`config.mk`:
```
export PLATFORM = sky130hd
export DESIGN_NAME = exe_iter_stage
export DESIGN_NICKNAME = d
export VERILOG_FILES = /design/src/rtl/exe_iter_stage.sv
export SDC_FILE = /design/constraint.sdc
export NUM_CORES = 1
export LEC_CHECK = 0
export CORE_MARGIN = 2
export CORE_UTILIZATION = 45
export DETAILED_ROUTE_END_ITERATION = 12
export GPL_ROUTABILITY_DRIVEN = 0
export GPL_TIMING_DRIVEN = 0
export PLACE_DENSITY = 0.62
export SYNTH_ARGS = -nofsm -noshare
export SYNTH_HDL_FRONTEND = slang
export SYNTH_SLANG_ARGS = --single-unit
```
`constraint.sdc`:
```
create_clock -name clk -period 9.2 [get_ports clk]
set_input_delay 1.84 -clock clk [delete_from_list [all_inputs] [get_ports clk]]
set_output_delay 1.84 -clock clk [all_outputs]
set_load 0.05 [all_outputs]
```
`src/rtl/exe_iter_stage.sv`:
```
// exe_iter_stage
// Execute stage of the ARM32 pipeline: single-cycle ALU plus an iterative
// radix-2^RADIX_BITS multiplier for MUL/MLA. ID hands over operations through
// a valid/ready handshake; results leave through the registered EXE/MEM
// interface. NZCV flags live inside this stage.
//
// Ports
//   clk, rst        clock, synchronous active-high reset
//   flush           kills the in-flight multiply and any op offered this cycle
//   in_valid        operation offered          in_ready  stage can accept (IDLE)
//   exe_cmd, S      opcode, update-flags       WB_EN, dest  carried to output
//   val1, val2, acc operands (acc = Ra for MLA)
//   out_valid       registered result valid    alu_res   registered result
//   dest_out        registered destination     WB_EN_out write-back, 0 on bubbles
//   status          {N,Z,C,V}
module exe_iter_stage #(
  parameter int XLEN       = 32,
  parameter int RADIX_BITS = 2
) (
  input  logic            clk,
  input  logic            rst,
  input  logic            flush,
  input  logic            in_valid,
  output logic            in_ready,
  input  logic [3:0]      exe_cmd,
  input  logic            S,
  input  logic            WB_EN,
  input  logic [3:0]      dest,
  input  logic [XLEN-1:0] val1,
  input  logic [XLEN-1:0] val2,
  input  logic [XLEN-1:0] acc,
  output logic            out_valid,
  output logic [XLEN-1:0] alu_res,
  output logic [3:0]      dest_out,
  output logic            WB_EN_out,
  output logic [3:0]      status
);

  localparam int ITER = XLEN / RADIX_BITS;
  localparam int CW   = (ITER > 1) ? $clog2(ITER) : 1;

  localparam logic [0:0] S_IDLE = 1'b0;
  localparam logic [0:0] S_BUSY = 1'b1;

  localparam logic [3:0] OP_ADD = 4'b0010;
  localparam logic [3:0] OP_ADC = 4'b0011;
  localparam logic [3:0] OP_SUB = 4'b0100;
  localparam logic [3:0] OP_SBC = 4'b0101;
  localparam logic [3:0] OP_AND = 4'b0110;
  localparam logic [3:0] OP_ORR = 4'b0111;
  localparam logic [3:0] OP_EOR = 4'b1000;
  localparam logic [3:0] OP_MVN = 4'b1001;
  localparam logic [3:0] OP_MUL = 4'b1100;
  localparam logic [3:0] OP_MLA = 4'b1101;

  // control / multiplier state
  logic [0:0]      state_q, state_d;
  logic [CW-1:0]   cnt_q, cnt_d;
  logic [XLEN-1:0] mcand_q, mcand_d;    // val1 pre-shifted by k*R
  logic [XLEN-1:0] mplier_q, mplier_d;  // val2 consumed from the bottom
  logic [XLEN-1:0] acc_q, acc_d;
  logic [XLEN-1:0] psum_q, psum_d;
  logic            mla_q, mla_d;
  logic            s_q, s_d;
  logic            wb_q, wb_d;
  logic [3:0]      dst_q, dst_d;

  // output registers
  logic            ov_q, ov_d;
  logic [XLEN-1:0] res_q, res_d;
  logic [3:0]      dout_q, dout_d;
  logic            wbo_q, wbo_d;
  logic [3:0]      st_q, st_d;

  logic            accept, is_mul, last;
  logic            arith, cin, c_out, v_out;
  logic [XLEN-1:0] b_eff, alu_r, pp, psum_nxt, mul_fin;
  logic [XLEN:0]   alu_sum;

  assign in_ready = (state_q == S_IDLE);
  assign accept   = in_valid & in_ready & ~flush;
  assign is_mul   = (exe_cmd == OP_MUL) || (exe_cmd == OP_MLA);
  assign last     = (cnt_q == CW'(ITER - 1));

  // Subtraction is a + ~b + carry-in, so C comes out as NOT borrow directly.
  always_comb begin
    b_eff = val2;
    cin   = 1'b0;
    arith = 1'b0;
    case (exe_cmd)
      OP_ADD: arith = 1'b1;
      OP_ADC: begin arith = 1'b1; cin = st_q[1]; end
      OP_SUB: begin arith = 1'b1; b_eff = ~val2; cin = 1'b1; end
      OP_SBC: begin arith = 1'b1; b_eff = ~val2; cin = st_q[1]; end
      default: ;
    endcase
    alu_sum = {1'b0, val1} + {1'b0, b_eff} + {{XLEN{1'b0}}, cin};
    c_out   = alu_sum[XLEN];
    v_out   = (val1[XLEN-1] == b_eff[XLEN-1]) && (alu_sum[XLEN-1] != val1[XLEN-1]);
    case (exe_cmd)
      OP_ADD, OP_ADC, OP_SUB, OP_SBC: alu_r = alu_sum[XLEN-1:0];
      OP_AND:  alu_r = val1 & val2;
      OP_ORR:  alu_r = val1 | val2;
      OP_EOR:  alu_r = val1 ^ val2;
      OP_MVN:  alu_r = ~val2;
      default: alu_r = val2;
    endcase
  end

  // One radix digit per cycle; the multiplicand is kept pre-shifted so the
  // partial product needs no variable shifter. Truncation to XLEN is implicit.
  assign pp       = mcand_q * XLEN'(mplier_q[RADIX_BITS-1:0]);
  assign psum_nxt = psum_q + pp;
  assign mul_fin  = psum_nxt + (mla_q ? acc_q : '0);

  always_comb begin
    state_d  = state_q;
    cnt_d    = cnt_q;
    mcand_d  = mcand_q;
    mplier_d = mplier_q;
    acc_d    = acc_q;
    psum_d   = psum_q;
    mla_d    = mla_q;
    s_d      = s_q;
    wb_d     = wb_q;
    dst_d    = dst_q;
    ov_d     = 1'b0;
    wbo_d    = 1'b0;
    res_d    = res_q;
    dout_d   = dout_q;
    st_d     = st_q;
    if (state_q == S_IDLE) begin
      if (accept && is_mul) begin
        state_d  = S_BUSY;
        cnt_d    = '0;
        psum_d   = '0;
        mcand_d  = val1;
        mplier_d = val2;
        acc_d    = acc;
        mla_d    = (exe_cmd == OP_MLA);
        s_d      = S;
        wb_d     = WB_EN;
        dst_d    = dest;
      end else if (accept) begin
        ov_d   = 1'b1;
        wbo_d  = WB_EN;
        res_d  = alu_r;
        dout_d = dest;
        if (S)
          st_d = {alu_r[XLEN-1], (alu_r == '0),
                  arith ? c_out : st_q[1], arith ? v_out : st_q[0]};
      end
    end else if (flush) begin
      // flush wins even over the completing cycle
      state_d = S_IDLE;
      cnt_d   = '0;
    end else begin
      psum_d   = psum_nxt;
      cnt_d    = cnt_q + CW'(1);
      mcand_d  = mcand_q << RADIX_BITS;
      mplier_d = mplier_q >> RADIX_BITS;
      if (last) begin
        state_d = S_IDLE;
        cnt_d   = '0;
        ov_d    = 1'b1;
        wbo_d   = wb_q;
        res_d   = mul_fin;
        dout_d  = dst_q;
        if (s_q)
          st_d = {mul_fin[XLEN-1], (mul_fin == '0), st_q[1:0]};
      end
    end
  end

  always_ff @(posedge clk) begin
    if (rst) begin
      state_q  <= S_IDLE;
      cnt_q    <= '0;
      mcand_q  <= '0;
      mplier_q <= '0;
      acc_q    <= '0;
      psum_q   <= '0;
      mla_q    <= 1'b0;
      s_q      <= 1'b0;
      wb_q     <= 1'b0;
      dst_q    <= '0;
      ov_q     <= 1'b0;
      res_q    <= '0;
      dout_q   <= '0;
      wbo_q    <= 1'b0;
      st_q     <= '0;
    end else begin
      state_q  <= state_d;
      cnt_q    <= cnt_d;
      mcand_q  <= mcand_d;
      mplier_q <= mplier_d;
      acc_q    <= acc_d;
      psum_q   <= psum_d;
      mla_q    <= mla_d;
      s_q      <= s_d;
      wb_q     <= wb_d;
      dst_q    <= dst_d;
      ov_q     <= ov_d;
      res_q    <= res_d;
      dout_q   <= dout_d;
      wbo_q    <= wbo_d;
      st_q     <= st_d;
    end
  end

  assign out_valid = ov_q;
  assign alu_res   = res_q;
  assign dest_out  = dout_q;
  assign WB_EN_out = wbo_q;
  assign status    = st_q;

endmodule

```
### After elaboration in Yosys (flattened, before gate mapping)

Index checks and enable logic that the tools add are counted.

* reductions and logical operators: 16
* multiplexer cells: 51
* add/subtract/negate cells: 5
* bitwise operators: 9
* $mul: 1
* eq/ne operators: 17

Operator list (number)
* 2-to-1 mux 32 bit: 16
* case mux 32 bit (5 select lines): 1
* adder 32 bit: 2
* logical NOT 32 bit: 2
* 2-to-1 mux 4 bit: 16
* adder 32 x 32 -> 33 bit: 1
* adder 33 x 1 -> 33 bit: 1
* bitwise AND 32 bit: 1
* multiplier 32 x 2 -> 32 bit: 1
* inverter 32 bit: 1
* bitwise OR 32 bit: 1
* bitwise XOR 32 bit: 1
* equality test 4 bit, second input constant: 5
* 2-to-1 mux 1 bit: 17
* equality test 4 x 3 -> 1 bit, second input constant: 4
* equality test 4 x 2 -> 1 bit, second input constant: 2
* AND reduction 6 bit: 1
* nonzero test 2 bit: 3
* AND reduction 5 bit: 1
* adder 4 x 1 -> 4 bit, second input constant: 1
* inequality test 2 x 1 -> 1 bit, second input constant: 2
* inequality test 2 bit, second input constant: 2
* AND reduction 2 bit: 2
* AND reduction 4 bit: 1
* other kinds (9): 14

* output and inout bits: 43
* flip-flop bits (word level): 182
* word-level logic and storage cells: 115
* bits of input ports: 110

### Logic depth before layout (Yosys ltp)

* depth in word-level cells: 12
* gate-level depth with buffers: 32
* mapped depth without buffers: 28

### Worst setup path before layout

Ideal clock, no wire load.

* path kind: input to register
* start point: input exe_cmd[0]
* end point: register st_q[2], in the netlist status[2]
* required time: 9.141 ns
* library setup time: 0.059 ns
* arrival: 6.797 ns
* path buffers: 5
* slack: 2.344 ns
* cell stages on the path: 23
* cell sequence: buf_2 -> buf_1 -> clkbuf_1 -> clkbuf_1 -> buf_1 -> a21oi_1 -> nand2_1 -> fa_1 -> inv_1 -> fa_1 -> a21o_1 -> a21oi_1 -> xnor2_1 -> nor2_1 -> o32a_1 -> a2111oi_2 -> or4b_1 -> a2111oi_0 -> o2111ai_1 -> nor4_2 -> nand4_1 -> o41ai_1 -> a31o_1

* cells in the longest elaborated chain, start to end: 11
* elaborated cells on any way between the ends: 27
* those cells by class: 2 x add/sub; 11 x eq/ne; 7 x mux; 7 x reduce/logical

RTL lines
* start, declared: line 25 `input logic [3:0] exe_cmd,`
* equality test 4 x 3 -> 1 bit: line 90, 100
* OR reduction 2 bit (no source line)
* 2-to-1 mux 32 bit
* adder 32 x 32 -> 33 bit: line 97 `alu_sum = {1'b0, val1} + {1'b0, b_eff} + {{XLEN{1'b0}}, cin};`
* adder 33 x 1 -> 33 bit: line 97
* case mux 32 bit (5 select lines): line 100 `case (exe_cmd)`
* logical NOT 32 bit: line 150 `st_d = {alu_r[XLEN-1], (alu_r == '0),`
* 2-to-1 mux 4 bit: line 149 `if (S)`
* 2-to-1 mux 4 bit: line 144 `end else if (accept) begin`
* 2-to-1 mux 4 bit: line 133 `if (accept && is_mul) begin`
* 2-to-1 mux 4 bit: line 132 `if (state_q == S_IDLE) begin`
* end signal, assigned: line 207 `st_q <= st_d;`
* end, declared: line 73 `logic [3:0] st_q, st_d;`

Parallel ways exist; a longest one is shown, timed or not. The select of a mux whose other input is x is not followed.
A chain may end at the register's enable or synchronous reset.

### Worst setup path after layout

* start point: register mplier_q[0]
* end point: register st_q[2], in the netlist status[2]

* cells in the longest elaborated chain, start to end: 8

RTL lines
* start, declared: line 60 `logic [XLEN-1:0] mplier_q, mplier_d;`
* start signal, assigned: line 196 `mplier_q <= mplier_d;`
* multiplier 32 x 2 -> 32 bit: line 112 `assign pp = mcand_q * XLEN'(mplier_q[RADIX_BITS-1:0]);`
* adder 32 bit: line 113 `assign psum_nxt = psum_q + pp;`
* adder 32 bit: line 114 `assign mul_fin = psum_nxt + (mla_q ? acc_q : '0);`
* logical NOT 32 bit: line 170 `st_d = {mul_fin[XLEN-1], (mul_fin == '0), st_q[1:0]};`
* 2-to-1 mux 4 bit: line 169 `if (s_q)`
* 2-to-1 mux 4 bit: line 162 `if (last) begin`
* 2-to-1 mux 4 bit: line 153 `end else if (flush) begin`
* 2-to-1 mux 4 bit: line 132

No other way between the ends. The select of a mux whose other input is x is not followed.

==> flow_summary.json <==
{
  "outcome": "finished, final reports clean",
  "drtPass1Iterations": 7,
  "grt_max_degree": 20,
  "routed_wl_um": 62200,
  "fin_crit_ns": 8.67,
  "vias": 17463,
  "synthesis.nets": 2537,
  "synth_cells": 2236,
  "design.die.area_um2": 38900,
  "maxSlewHeadroom_pct": 10.6,
  "syn_area_um2": 16800,
  "cts_root_buffer": "clkbuf_16",
  "worst_slew_pin_slew_ns": 1.34,
  "hold_slack_ns": 0.458,
  "finalSetupViolations": 0,
  "post_cts_buffers": 0,
  "numCtsBuffers": 17,
  "place_inst": 2855,
  "drv_cap": 0,
  "areaGrowthSynthToFinish_pct": 16.0,
  "cp-end-kind": "flop",
  "setup_ws_ns": 0.532,
  "die_height_um": 197,
  "io_pins": 153,
  "post-route-period-util_pct": 94.2,
  "fmax_mhz": 115,
  "cpPeakStageDelay_ns": 0.58,
  "nNetsFinal": 2707,
  "dp_hpwl_um": 49400,
  "slowest_stage": "fa_1",
  "powerDensity_nw_per_um2": 111,
  "cts.sinks": 182,
  "die_w_um": 197,
  "vdd_drop_max_mv": 0.125,
  "postRouteAntennaNets": 0,
  "start_kind": "flop",
  "cts_buffer_depth": 2,
  "synth.yosys.warnings": 0,
  "ys_ff_latch": 182,
  "coreArea_um2": 36700,
  "antenna_cells": 0,
  "grt_pass1_vias": 16678,
  "critPathMaxFanout": 10,
  "hold_viol": 0,
  "cp.arrival_ns": 9.09,
  "slew_violations": 0,
  "layout-drive-gt1-share_pct": 2.69,
  "route.detailed.drc": 0,
  "start_util_pct": 45.8,
  "grt-ovfl-total": 0,
  "antenna_found_initial": 1,
  "io_buffers": 151,
  "drtIter0Drc": 1908,
  "grt_pass1_wl_um": 95100,
  "synth_cell_types": 95,
  "ys_seq_area_share_pct": 21.7,
  "syn_avg_cell_area_um2": 7.52,
  "leakagePower_nw": 7.80,
  "post-place-ws_ns": 0.320,
  "cp.required_ns": 9.62,
  "rsz0062_at_grt": "no",
  "min_path_type": "reg -> reg",
  "grt_usage_pct": 31.8,
  "fin_setup_tns_ns": 0,
  "ys.flop_type": "dfxtp_1",
  "worstSkewPairLatency_ns": 0.48,
  "clock_skew_ns": 0.0222,
  "synth-edff-count": 0,
  "cts.htree.levels": 4,
  "synthArstFlopShare_pct": 0,
  "wire_per_inst_um": 21.5,
  "layout.cells.non_filler": 2887,
  "clkTransAtPathRegs_ns": 0.09,
  "viasPerCell": 6.05,
  "row_count": 70,
  "cts_tree": "done",
  "critPathKind": "reg -> reg"
}
-- final cells by class --
| type | instances | area (um2) |
|---|---|---|
| Tap cell | 468 | 586 |
| Buffer | 134 | 520 |
| Timing Repair Buffer | 151 | 1510 |
| Fill cell | 3636 | 17200 |
| Sequential cell | 182 | 3640 |
| Clock inverter | 15 | 159 |
| Clock buffer | 17 | 425 |
| Inverter | 193 | 724 |
| Multi-Input combinational cell | 1727 | 11900 |
-- worst max-delay path, delay by kind of cell (launching register included) --
family          cells  cell delay, ns
compound gates     10            2.65
buf+inv             4            1.18
simple gates       12            2.96
flops               1            0.31
fa+ha+maj           3            1.22
xor+xnor            1            0.29
-- what timing repair did --
action,in CTS,in global routing
hold endpoints to repair,0,0
hold buffers,0,0
resized for setup,0,1
setup endpoints to repair,0,1
-- logic make-up after synthesis --
family                     Yosys count  synth area share [%]
adders and majority gates          194                  15.9
xor gates and xnor gates           118                  6.48
DFF                                182                  21.7
and+or+nand+nor                    702                  19.0
buffers and inverters              327                  7.41
AOI/OAI and AO/OA                  634                  24.8
muxes                               79                  4.73
-- synthesized netlist by cell type, types with 10 or more instances --
library cell  number  area [um2]
nor2b_1           10        62.6
nor3_1            26         130
nand4_1           18         113
and3_1            11        68.8
xnor2_1           85         744
a21o_1            34         255
and2_1            37         231
o211ai_1          28         210
mux2i_1           76         761
ha_1             157        1960
o21bai_1          11        82.6
o21ai_0           73         365
xor2_1            29         254
a211oi_1          96         721
a221oi_1          11        96.3
o22ai_1           26         163
buf_1             14        52.6
nand2_1          298        1120
nand2b_1          11        68.8
nand3_1           59         295
a21oi_1          209        1050
fa_1              34         681
o221ai_1          12         105
clkbuf_1         115         432
nor2_1           180         676
a22oi_1           15         113
dfxtp_1          182        3640
a31oi_1           10        62.6
inv_1            190         713
o21a_1            18         135
-- state kept, by name, summed over array words and instances (netlist names), 4 cells and up --
signal    cells
alu_res      32
mplier_q     32
dst_q         4
dest_out      4
psum_q       32
acc_q        32
status        4
mcand_q      32
cnt_q         4
-- path summary, 6_finish.rpt --
path | depth (start not counted) | endpoint | slack (ns) | from
hold / removal | 2 | acc_q[4] | 0.46 | acc_q[4]
setup reg to reg | 30 | status[2] | 0.53 | mplier_q[0]
hold reg to reg | 2 | acc_q[4] | 0.46 | acc_q[4]
setup / recovery | 30 | status[2] | 0.53 | mplier_q[0]
-- metal layers --
metal  global-route usage, %  part of all wire, %  vias up
met3                    5.53                  7.6      155
met5                       0                0.021        -
met1                    40.9                   42     8300
met2                    52.5                   46      778
li1                        -                    -     8228
met4                    13.8                  4.4        2
-- per-stage QoR --
| step | total power, mW | cell area [um2] | utilization, % |
|---|---|---|---|
| 6_report | 2.16 | 19500 | 53.1 |
| 2_1_floorplan | 1.19 | 16800 | - |
| 3_5_place_dp | 1.40 | 18900 | 51.5 |
| 5_1_grt | 2.24 | 19500 | 53.1 |
| 4_1_cts | 2.15 | 19500 | 53.1 |
| 3_3_place_gp | 1.39 | 18900 | 51.5 |
-- power by group --
part / switching, mW / internal (mW) / leakage (nW)
combinational: 0.350 / 0.212 / 6.05
sequential: 0.0233 / 0.809 / 1.47
clock: 0.404 / 0.364 / 0.280
-- placed cells by master, fill, tap and decap left out, types with 17 or more instances in the layout --
cell	netlist	layout
o211ai_1	28	28
nand2_1	298	298
nor2_1	180	180
nand4_1	18	18
o21ai_0	73	73
a21oi_1	209	209
nor3_1	26	26
clkbuf_1	115	115
clkbuf_16	0	17
clkdlybuf4s50_1	0	151
nand3_1	59	59
and2_1	37	37
a21o_1	34	34
xor2_1	29	29
dfxtp_1	182	182
fa_1	34	34
mux2i_1	76	76
o21a_1	18	18
o22ai_1	26	26
inv_1	190	190
a211oi_1	96	96
xnor2_1	85	85
ha_1	157	157
Note: power is estimated with default switching activity, not from simulation.
